==> src/rtl/avalon_hex_key_pio.sv <==
// Avalon-MM slave combining seven-segment digit drivers with a debounced,
// edge-capturing push-button block that raises a maskable level interrupt.
module avalon_hex_key_pio #(
  parameter int N_HEX           = 8,
  parameter int N_KEY           = 4,
  parameter int DEBOUNCE_CYCLES = 500000,
  parameter bit KEY_ACTIVE_LOW  = 1'b1,
  parameter bit SEG_ACTIVE_LOW  = 1'b1
) (
  input  logic                 clk_clk,
  input  logic                 reset_reset_n,
  input  logic [3:0]           avs_address,
  input  logic                 avs_read,
  input  logic                 avs_write,
  input  logic [31:0]          avs_writedata,
  output logic [31:0]          avs_readdata,
  output logic                 irq,
  input  logic [N_KEY-1:0]     key_export,
  output logic [7*N_HEX-1:0]   hex_export
);

  localparam int              CNT_W    = $clog2(DEBOUNCE_CYCLES);
  localparam logic [CNT_W-1:0] CNT_MAX = CNT_W'(DEBOUNCE_CYCLES - 1);
  localparam logic [N_KEY-1:0] KEY_IDLE = {N_KEY{KEY_ACTIVE_LOW}};
  localparam logic [6:0]       SEG_DARK = {7{SEG_ACTIVE_LOW}};

  function automatic logic [6:0] seg_decode(input logic [3:0] nib);
    case (nib)
      4'h0: seg_decode = 7'h3F;
      4'h1: seg_decode = 7'h06;
      4'h2: seg_decode = 7'h5B;
      4'h3: seg_decode = 7'h4F;
      4'h4: seg_decode = 7'h66;
      4'h5: seg_decode = 7'h6D;
      4'h6: seg_decode = 7'h7D;
      4'h7: seg_decode = 7'h07;
      4'h8: seg_decode = 7'h7F;
      4'h9: seg_decode = 7'h6F;
      4'hA: seg_decode = 7'h77;
      4'hB: seg_decode = 7'h7C;
      4'hC: seg_decode = 7'h39;
      4'hD: seg_decode = 7'h5E;
      4'hE: seg_decode = 7'h79;
      default: seg_decode = 7'h71;
    endcase
  endfunction

  // ctrl[0]=DECODE, ctrl[1]=BLANK; result is in pin polarity
  function automatic logic [6:0] seg_drive(input logic [1:0] ctrl, input logic [6:0] dig);
    logic [6:0] lit;
    if (ctrl[1])      lit = 7'h00;
    else if (ctrl[0]) lit = seg_decode(dig[3:0]);
    else              lit = dig;
    seg_drive = SEG_ACTIVE_LOW ? ~lit : lit;
  endfunction

  logic [1:0]       ctrl_q;
  logic [N_KEY-1:0] mask_q;
  logic [N_KEY-1:0] edge_q;
  logic [N_KEY-1:0] stable_q;
  logic [6:0]       dig_q [N_HEX];
  logic [CNT_W-1:0] cnt_q [N_KEY];
  logic [N_KEY-1:0] key_p0, key_p1;
  logic [N_KEY-1:0] pressed, settle, press, edge_clr;
  logic [7*N_HEX-1:0] hex_next;
  logic [31:0]      rd_mux;
  logic             wr_ctrl, wr_edge, wr_mask;
  logic             unused_wdata;

  assign unused_wdata = ^avs_writedata;

  assign wr_ctrl  = avs_write && (avs_address == 4'd0);
  assign wr_edge  = avs_write && (avs_address == 4'd2);
  assign wr_mask  = avs_write && (avs_address == 4'd3);
  assign edge_clr = wr_edge ? avs_writedata[N_KEY-1:0] : '0;

  // Stage p0/p1: two-flop synchroniser, reset to the released pin level
  always_ff @(posedge clk_clk or negedge reset_reset_n) begin
    if (!reset_reset_n) begin
      key_p0 <= KEY_IDLE;
      key_p1 <= KEY_IDLE;
    end else begin
      key_p0 <= key_export;
      key_p1 <= key_p0;
    end
  end

  assign pressed = KEY_ACTIVE_LOW ? ~key_p1 : key_p1;

  always_comb begin
    settle = '0;
    for (int k = 0; k < N_KEY; k++)
      settle[k] = (pressed[k] != stable_q[k]) && (cnt_q[k] == CNT_MAX);
  end

  assign press = settle & pressed;

  // Debounce stage: stable state flips only after a full run of disagreement
  always_ff @(posedge clk_clk or negedge reset_reset_n) begin
    if (!reset_reset_n) begin
      for (int k = 0; k < N_KEY; k++) cnt_q[k] <= '0;
      stable_q <= '0;
      edge_q   <= '0;
    end else begin
      for (int k = 0; k < N_KEY; k++) begin
        if (pressed[k] == stable_q[k] || cnt_q[k] == CNT_MAX) cnt_q[k] <= '0;
        else                                                   cnt_q[k] <= cnt_q[k] + CNT_W'(1);
      end
      stable_q <= stable_q ^ settle;
      edge_q   <= (edge_q & ~edge_clr) | press;
    end
  end

  assign irq = |(edge_q & mask_q);

  always_ff @(posedge clk_clk or negedge reset_reset_n) begin
    if (!reset_reset_n) begin
      ctrl_q <= '0;
      mask_q <= '0;
      for (int i = 0; i < N_HEX; i++) dig_q[i] <= '0;
    end else begin
      if (wr_ctrl) ctrl_q <= avs_writedata[1:0];
      if (wr_mask) mask_q <= avs_writedata[N_KEY-1:0];
      for (int i = 0; i < N_HEX; i++)
        if (avs_write && avs_address == 4'(4 + i)) dig_q[i] <= avs_writedata[6:0];
    end
  end

  always_comb begin
    rd_mux = '0;
    case (avs_address)
      4'd0: rd_mux[1:0]       = ctrl_q;
      4'd1: rd_mux[N_KEY-1:0] = stable_q;
      4'd2: rd_mux[N_KEY-1:0] = edge_q;
      4'd3: rd_mux[N_KEY-1:0] = mask_q;
      default: begin
        for (int i = 0; i < N_HEX; i++)
          if (avs_address == 4'(4 + i)) rd_mux[6:0] = dig_q[i];
      end
    endcase
  end

  always_comb begin
    hex_next = '0;
    for (int i = 0; i < N_HEX; i++) hex_next[7*i +: 7] = seg_drive(ctrl_q, dig_q[i]);
  end

  // Output stage: registered read data and segment pins
  always_ff @(posedge clk_clk or negedge reset_reset_n) begin
    if (!reset_reset_n) begin
      avs_readdata <= '0;
      hex_export   <= {N_HEX{SEG_DARK}};
    end else begin
      if (avs_read) avs_readdata <= rd_mux;
      hex_export <= hex_next;
    end
  end

endmodule

==> config.mk <==
export PLATFORM = sky130hd
export DESIGN_NAME = avalon_hex_key_pio
export DESIGN_NICKNAME = d
export VERILOG_FILES = /design/src/rtl/avalon_hex_key_pio.sv
export SDC_FILE = /design/constraint.sdc
export NUM_CORES = 1
export LEC_CHECK = 0
export ABC_CLOCK_PERIOD_IN_PS = 2200
export CAP_MARGIN = 20
export CORE_UTILIZATION = 40
export DETAILED_ROUTE_END_ITERATION = 8
export PLACE_DENSITY_LB_ADDON = 0.25
export SLEW_MARGIN = 20
export SYNTH_ARGS = -nofsm -noshare
export SYNTH_HDL_FRONTEND = slang
export SYNTH_SLANG_ARGS = --single-unit
==> constraint.sdc <==
create_clock -name clk_clk -period 2.2 [get_ports clk_clk]
set_input_delay 0.22 -clock clk_clk [delete_from_list [all_inputs] [get_ports clk_clk]]
set_output_delay 0.22 -clock clk_clk [all_outputs]
set_load 0.01 [all_outputs]
==> results by group, run 1 <==
Power
  – Net Sw Frac: 30.4%
  – Flop pwr share: 41.6%
  – Pwr dens: 969 nW/um^2
  – Maximum vdd drop: 0.662 mV
  – P_sw: 4060 uW
  – Cell internal pwr: 9300 uW
  – Comb power frac: 27.2%
  – Lkg Pwr: 0.00582 uW
  – Clock network fraction of total power: 31.2%

Layout
  – Design Area, Final: 13800 sq um
  – Commonest non-fill, non-tap cells in the layout: dfrtp_1, nor2_1, clkdlybuf4s50_1
  – Fin nets: 1319
  – Commonest non-fill, non-tap cell in the layout: dfrtp_1
  – Footprint of the multi-input gates: 5670 sq um
  – Storage element area: 5510 sq um
  – Layout cells sized above 1: 18.2%
  – Area delta synth->final: 16.9%
  – Fillers: 2725
  – # diodes: 0

STA
  – Number of max-slew violations in the final report: 0
  – Period utilization: 90.5%
  – Minimum clock period: 1.99 ns
  – Max_slew headroom: 55.7%
  – Final hold vios: 0
  – Hold Slack: 0.0977 ns
  – RSZ-0062 raised after global routing: false
  – TNS Setup: 0 ns
  – Worst-margin pin slew: 0.663 ns
  – Setup violations, final: 0
  – Achievable Freq: 502 MHz
  – Final worst slack: 0.210 ns
  – Worst Skew: 0.0139 ns

Synth
  – Post-synth EDFFs: 0
  – Yosys warnings: 0
  – Yosys reg bits: 217
  – Primary FF master, synth: dfrtp_1
  – Syn Inst Count: 1153
  – Seq/Total Area, Yosys: 46.7%
  – Distinct cells, synth: 66
  – Asr flop ratio synth: 100%
  – Post-synthesis area per instance: 10.2 sq um
  – Synth Cell Area: 11800 sq um

Placed design
  – Buffers added on ports: 82
  – Worst slack at placement: 0.178 ns
  – Area after DPL: 12900 sq um
  – Detailed Place HPWL: 17.7 mm
  – RePlAce Congestion: 0.849

Drt
  – Routed Antenna Nets: 0
  – WL per Instance: 16.0 um
  – Routed vias/inst: 5.14
  – DR vias: 8405
  – DR pass1 iterations: 5
  – 1st-iter DRT viols: 571
  – Post-Route WL: 26.1 mm
  – DRC: 0

Worst hold path
  – Worst hold stages: 1
  – HP Class: primary input to flip-flop
  – Worst Hold End: key_p0[2]
  – Worst Hold Launch: key_export[2]

Floorplanning
  – Die area: 30200 sq um
  – Die X: 174 um
  – Chip height: 174 um
  – Ports: 133
  – Rows: 62
  – Initial Util: 40.9%
  – Core area: 28900 sq um

Worst setup path
  – Critical path required time: 1.98 ns
  – Critical-path top delay cell: clkdlybuf4s50_1
  – Kind of critical path: flip-flop to output pin
  – Startpoint Class: flip-flop
  – Worst flop-to-flop path startpoint: cnt_q[38]
  – R2r setup slk: 0.34 ns
  – Critical Path Fanout Max: 3
  – Reg2Reg Depth: 5
  – Slowest Stage Delay on Critical Path: 0.51 ns
  – CP top delay family: buffers and inverters
  – Arrival @ worst endpoint: 1.77 ns
  – CP bufs+invs: 1
  – R2r endpoint: cnt_q[44]
  – Critical Path, Cell by Cell: a22oi_1 -> nand2_1 -> clkdlybuf4s50_1
  – CP endpoint kind: output pin

Clock tree
  – H-tree levels: 1
  – Post-CTS Resized: 0
  – CTS tree: done
  – Clk buf depth: 3
  – Clock Sinks: 217
  – Worst-Skew Late Latency: 0.53 ns
  – Num CTS Buffers: 26
  – Clk root buf: clkbuf_16
  – Worst-path clk slew: 0.06 ns

Run
  – Max-cap violations: 0

Global route
  – Global-route wire length before repair: 43.3 mm
  – Initial antenna violation count: 2
  – Largest net degree at the start of global routing: 76
  – Vias in the first global route: 8260
  – Gr ovfl total: 0
  – Total GRT Usage: 17.6%

Outcome
  – Status: complete, no violations
==> per-layer routing <==
layer,vias to the layer above,track usage [%],wire length (um)
li1,4112,-,-
met1,4105,24.5,12400
met2,147,28.5,12100
met3,39,2.54,1010
met4,2,5.41,574
met5,-,0,11
==> how the worst max path moves through the flow <==
stage	start	slack, ns	cells after the start	end
after floorplan	cnt_q[57]	0.59	8	cnt_q[67]
after global placement	avs_address[1]	0.20	5	mask_q[3]
after detailed placement	avs_address[1]	0.18	7	avs_readdata[1]
after CTS	edge_q[2]	0.20	3	irq
after global routing	edge_q[2]	0.16	3	irq
final	edge_q[2]	0.21	3	irq
==> state kept, by name, indices dropped and copies added (netlist names), named ones only <==
register and count:
cnt_q 76, dig_q 56, hex_export 56, avs_readdata 7, edge_q 4, key_p0 4
key_p1 4, mask_q 4, stable_q 3, ctrl_q 2
==> synthesized netlist by cell type (28+ instances only) <==
library cell	n	area (sq um)
o21ai_0	45	225
nand2_1	79	297
a21oi_1	43	215
buf_4	28	210
nand2b_1	41	257
xor2_1	37	324
xnor2_1	34	298
dfstp_2	64	1680
nand3_1	49	245
dfrtp_1	153	3830
inv_1	50	188
ha_1	44	551
nor2_1	137	514
mux2_2	48	541
==> stage by stage <==
stage               util (%)  power, uW  cells
finish                  47.8      13400   1635
global route            47.8      14100   1635
CTS                     47.8      13500   1635
detailed placement      44.8       9270   1586
global placement        44.8       9230   1586
floorplan                  -       7810   1177
==> cell type report <==
cell class / instances / area share [%]
Clock buffer: 44 / 5.94
Inverter: 51 / 1.39
Multi-Input combinational cell: 823 / 41.1
Timing Repair Buffer: 112 / 7.97
Sequential cell: 217 / 40.0
Tap cell: 384 / 3.48
Clock inverter: 4 / 0.145
==> logic make-up (layout without fill, tap and decap cells) <==
kind of cell | count (synthesis) | after routing | synth area share [%]
simple gates | 396 | 396 | 16.8
flops | 217 | 217 | 46.7
compound gates | 205 | 205 | 11.7
buf+inv | 137 | 211 | 5.98
mux | 82 | 82 | 8.85
xor+xnor | 71 | 71 | 5.27
fa+ha+maj | 44 | 44 | 4.67
other cells | 1 | 25 | 0.0318
==> power by group through the flow <==
stage	logic [uW]	clock network, uW	registers, uW
floorplan	2300	0	5510
global placement	3620	0	5610
detailed placement	3650	0	5620
CTS	3670	4270	5550
global route	4030	4420	5670
finish	3640	4170	5550
==> what timing repair did <==
| item | CTS | global route |
|---|---|---|
| hold buffers | 1 | 0 |
| endpoints found under the hold margin | 15 | 0 |
| setup buffers | 0 | 0 |
Note: power is estimated with default switching activity, not from simulation.
==> run 2, diff against run 1 <==
--- a/config.mk
+++ b/config.mk
@@ -9,7 +9,7 @@
 export CAP_MARGIN = 20
 export CORE_UTILIZATION = 40
 export DETAILED_ROUTE_END_ITERATION = 8
-export PLACE_DENSITY_LB_ADDON = 0.25
+export PLACE_DENSITY = 0.68
 export SLEW_MARGIN = 20
 export SYNTH_ARGS = -nofsm -noshare
 export SYNTH_HDL_FRONTEND = slang
==> run 2 against run 1 <==
Global-route usage fell by 0.56 points. Worst hold slack improved by 0.013 ns. Combinational power barely moved. Clock skew rose by 0.011 ns. Sequential cell count did not move. Critical path depth did not move. Final cell count rose by 0.24%. Non-clock buffer count rose by 4. Clock power fell by 5.5%. First-iteration DRC count fell by 7.9%. Sequential share of layout area barely moved. Largest cell class unchanged.
==> results by group, run 2 (synthesis gave the netlist of run 1 again) <==
Outcome
  – Status: complete, no violations

Global route
  – Global-route wire length before repair: 42.2 mm
  – Vias in the first global route: 8272
  – Initial antenna violation count: 3
  – Largest net degree at the start of global routing: 67
  – Gr ovfl total: 0
  – Total GRT Usage: 17.1%

Power
  – Pwr dens: 952 nW/um^2
  – Lkg Pwr: 0.00581 uW
  – Tot Pwr: 13100 uW
  – Net Sw Frac: 31.0%
  – Flop pwr share: 42.0%
  – Clock network fraction of total power: 30.0%
  – Maximum vdd drop: 0.554 mV
  – Comb power frac: 28.0%
  – Cell internal pwr: 9060 uW
  – P_sw: 4060 uW

Placed design
  – Area after DPL: 13000 sq um
  – DP Cell Count: 1590
  – RePlAce Congestion: 0.877
  – Buffers added on ports: 82
  – Detailed Place HPWL: 17.5 mm

Drt
  – 1st-iter DRT viols: 526
  – Post-Route WL: 25.1 mm
  – Top Layer Used: met5
  – Routed vias/inst: 5.16
  – Met3 wire length: 1.17 mm
  – WL met2: 11.8 mm
  – Metal1 wirelength: 11.4 mm
  – DRC: 0
  – DR pass1 iterations: 5
  – Routed Antenna Nets: 0
  – DR vias: 8451
  – WL per Instance: 15.3 um

STA
  – RSZ-0062 raised after global routing: false
  – Number of max-slew violations in the final report: 0
  – TNS Setup: 0 ns
  – Max_slew headroom: 59.5%
  – Minimum clock period: 1.96 ns
  – Setup violations, final: 0
  – Final hold vios: 0
  – Period utilization: 89.1%
  – Achievable Freq: 510 MHz
  – Worst-margin pin slew: 0.605 ns
  – Worst Skew: 0.0244 ns

Worst setup path
  – Critical-path top delay cell: clkdlybuf4s50_1
  – R2r endpoint: cnt_q[53]
  – Reg2Reg Depth: 5
  – Critical Path, Cell by Cell: a22oi_1 -> nand2_1 -> clkdlybuf4s50_1
  – Critical Path Fanout Max: 3
  – CP bufs+invs: 1
  – Startpoint Class: flip-flop
  – Slowest Stage Delay on Critical Path: 0.52 ns
  – CP endpoint kind: output pin
  – Worst flop-to-flop path startpoint: cnt_q[38]
  – CP top delay family: buffers and inverters
  – Arrival @ worst endpoint: 1.74 ns
  – R2r setup slk: 0.37 ns
  – Critical path required time: 1.98 ns
  – Kind of critical path: flip-flop to output pin

Floorplanning
  – Initial Util: 40.9%
  – Die X: 174 um
  – Rows: 62
  – Ports: 133
  – Die area: 30200 sq um
  – Core area: 28900 sq um
  – Chip height: 174 um

Clock tree
  – CTS Hold Bufs: 1
  – Clk root buf: clkbuf_16
  – Post-CTS Resized: 0
  – CTS tree: done
  – Num CTS Buffers: 25
  – H-tree levels: 1
  – Worst-Skew Late Latency: 0.53 ns
  – Clk buf depth: 3
  – Setup Fix Bufs, Post-CTS: 0
  – Worst-path clk slew: 0.06 ns
  – Clock Sinks: 217

Layout
  – Design Area, Final: 13800 sq um
  – Number of flip-flops in the largest register: 76
  – Fin cells: 1639
  – Fin nets: 1322
  – Commonest non-fill, non-tap cells in the layout: dfrtp_1, nor2_1, clkdlybuf4s50_1
  – Largest Register: cnt_q
  – Commonest non-fill, non-tap cell in the layout: dfrtp_1
  – Area delta synth->final: 16.9%
  – Top Registers: cnt_q: 76 flops, dig_q: 56 flops, hex_export: 56 flops
  – Layout cells sized above 1: 18.5%

Worst hold path
  – Worst hold stages: 1
  – HP Class: primary input to flip-flop
  – Worst Hold Launch: key_export[3]
  – Worst Hold End: key_p0[3]

Run
  – Max-cap violations: 0
-- run 2: worst max-delay path by stage --
| stage | end | startpoint | cells past startpoint | slack (ns) |
|---|---|---|---|---|
| 4_1_cts | irq | edge_q[2] | 3 | 0.20 |
| 2_1_floorplan | cnt_q[67] | cnt_q[57] | 8 | 0.59 |
| 5_1_grt | irq | edge_q[0] | 3 | 0.15 |
| 6_report | irq | edge_q[2] | 3 | 0.24 |
| 3_5_place_dp | dig_q[34] | avs_address[1] | 5 | 0.17 |
| 3_3_place_gp | dig_q[33] | avs_address[1] | 5 | 0.20 |
-- run 2: power by group through the flow --
stage | sequential, uW | combinational [uW] | clock (uW)
floorplan | 5510 | 2300 | 0
global placement | 5570 | 3640 | 0
detailed placement | 5580 | 3690 | 0
CTS | 5520 | 3710 | 4050
global route | 5630 | 4060 | 4220
finish | 5510 | 3670 | 3940
-- run 2: final cells by class --
type,instances,area (sq um)
clock inverter,11,82.6
fill,2696,15100
antenna,2,5.00
multi-input combinational,823,5670
tap,384,480
timing repair buffer,116,1140
inverter,51,191
clock buffer,35,704
sequential,217,5510
-- run 2: metal layers --
layer | GRT usage (%) | vias to the layer above
met2 | 27.8 | 192
met5 | 0 | -
li1 | - | 4128
met4 | 5.59 | 2
met1 | 23.2 | 4084
met3 | 2.74 | 45
-- run 2: worst reg2reg max path, stage by stage, from the launching register on --
cell      delay, ns
dfrtp_1        0.39
ha_1           0.23
nand4_1        0.25
or3_4          0.46
nand2b_2       0.29
nor2_1         0.09
-- run 2: per-stage QoR --
stage / util, % / worst slack [ns] / hold slack [ns]
6_report: 47.8 / 0.239 / 0.111
4_1_cts: 47.7 / 0.198 / 0.0889
3_5_place_dp: 45.0 / 0.174 / 0.266
2_1_floorplan: - / 0.589 / -0.0756
3_3_place_gp: 45.0 / 0.202 / 0.270
5_1_grt: 47.8 / 0.147 / 0.108
==> run 3, diff against run 2 <==
--- a/config.mk
+++ b/config.mk
@@ -9,6 +9,7 @@
 export CAP_MARGIN = 20
 export CORE_UTILIZATION = 40
 export DETAILED_ROUTE_END_ITERATION = 8
+export GPL_ROUTABILITY_DRIVEN = 1
 export PLACE_DENSITY = 0.68
 export SLEW_MARGIN = 20
 export SYNTH_ARGS = -nofsm -noshare
==> results of run 3 <==
No change in the layout: final DEF, timing and power equal those of run 2.
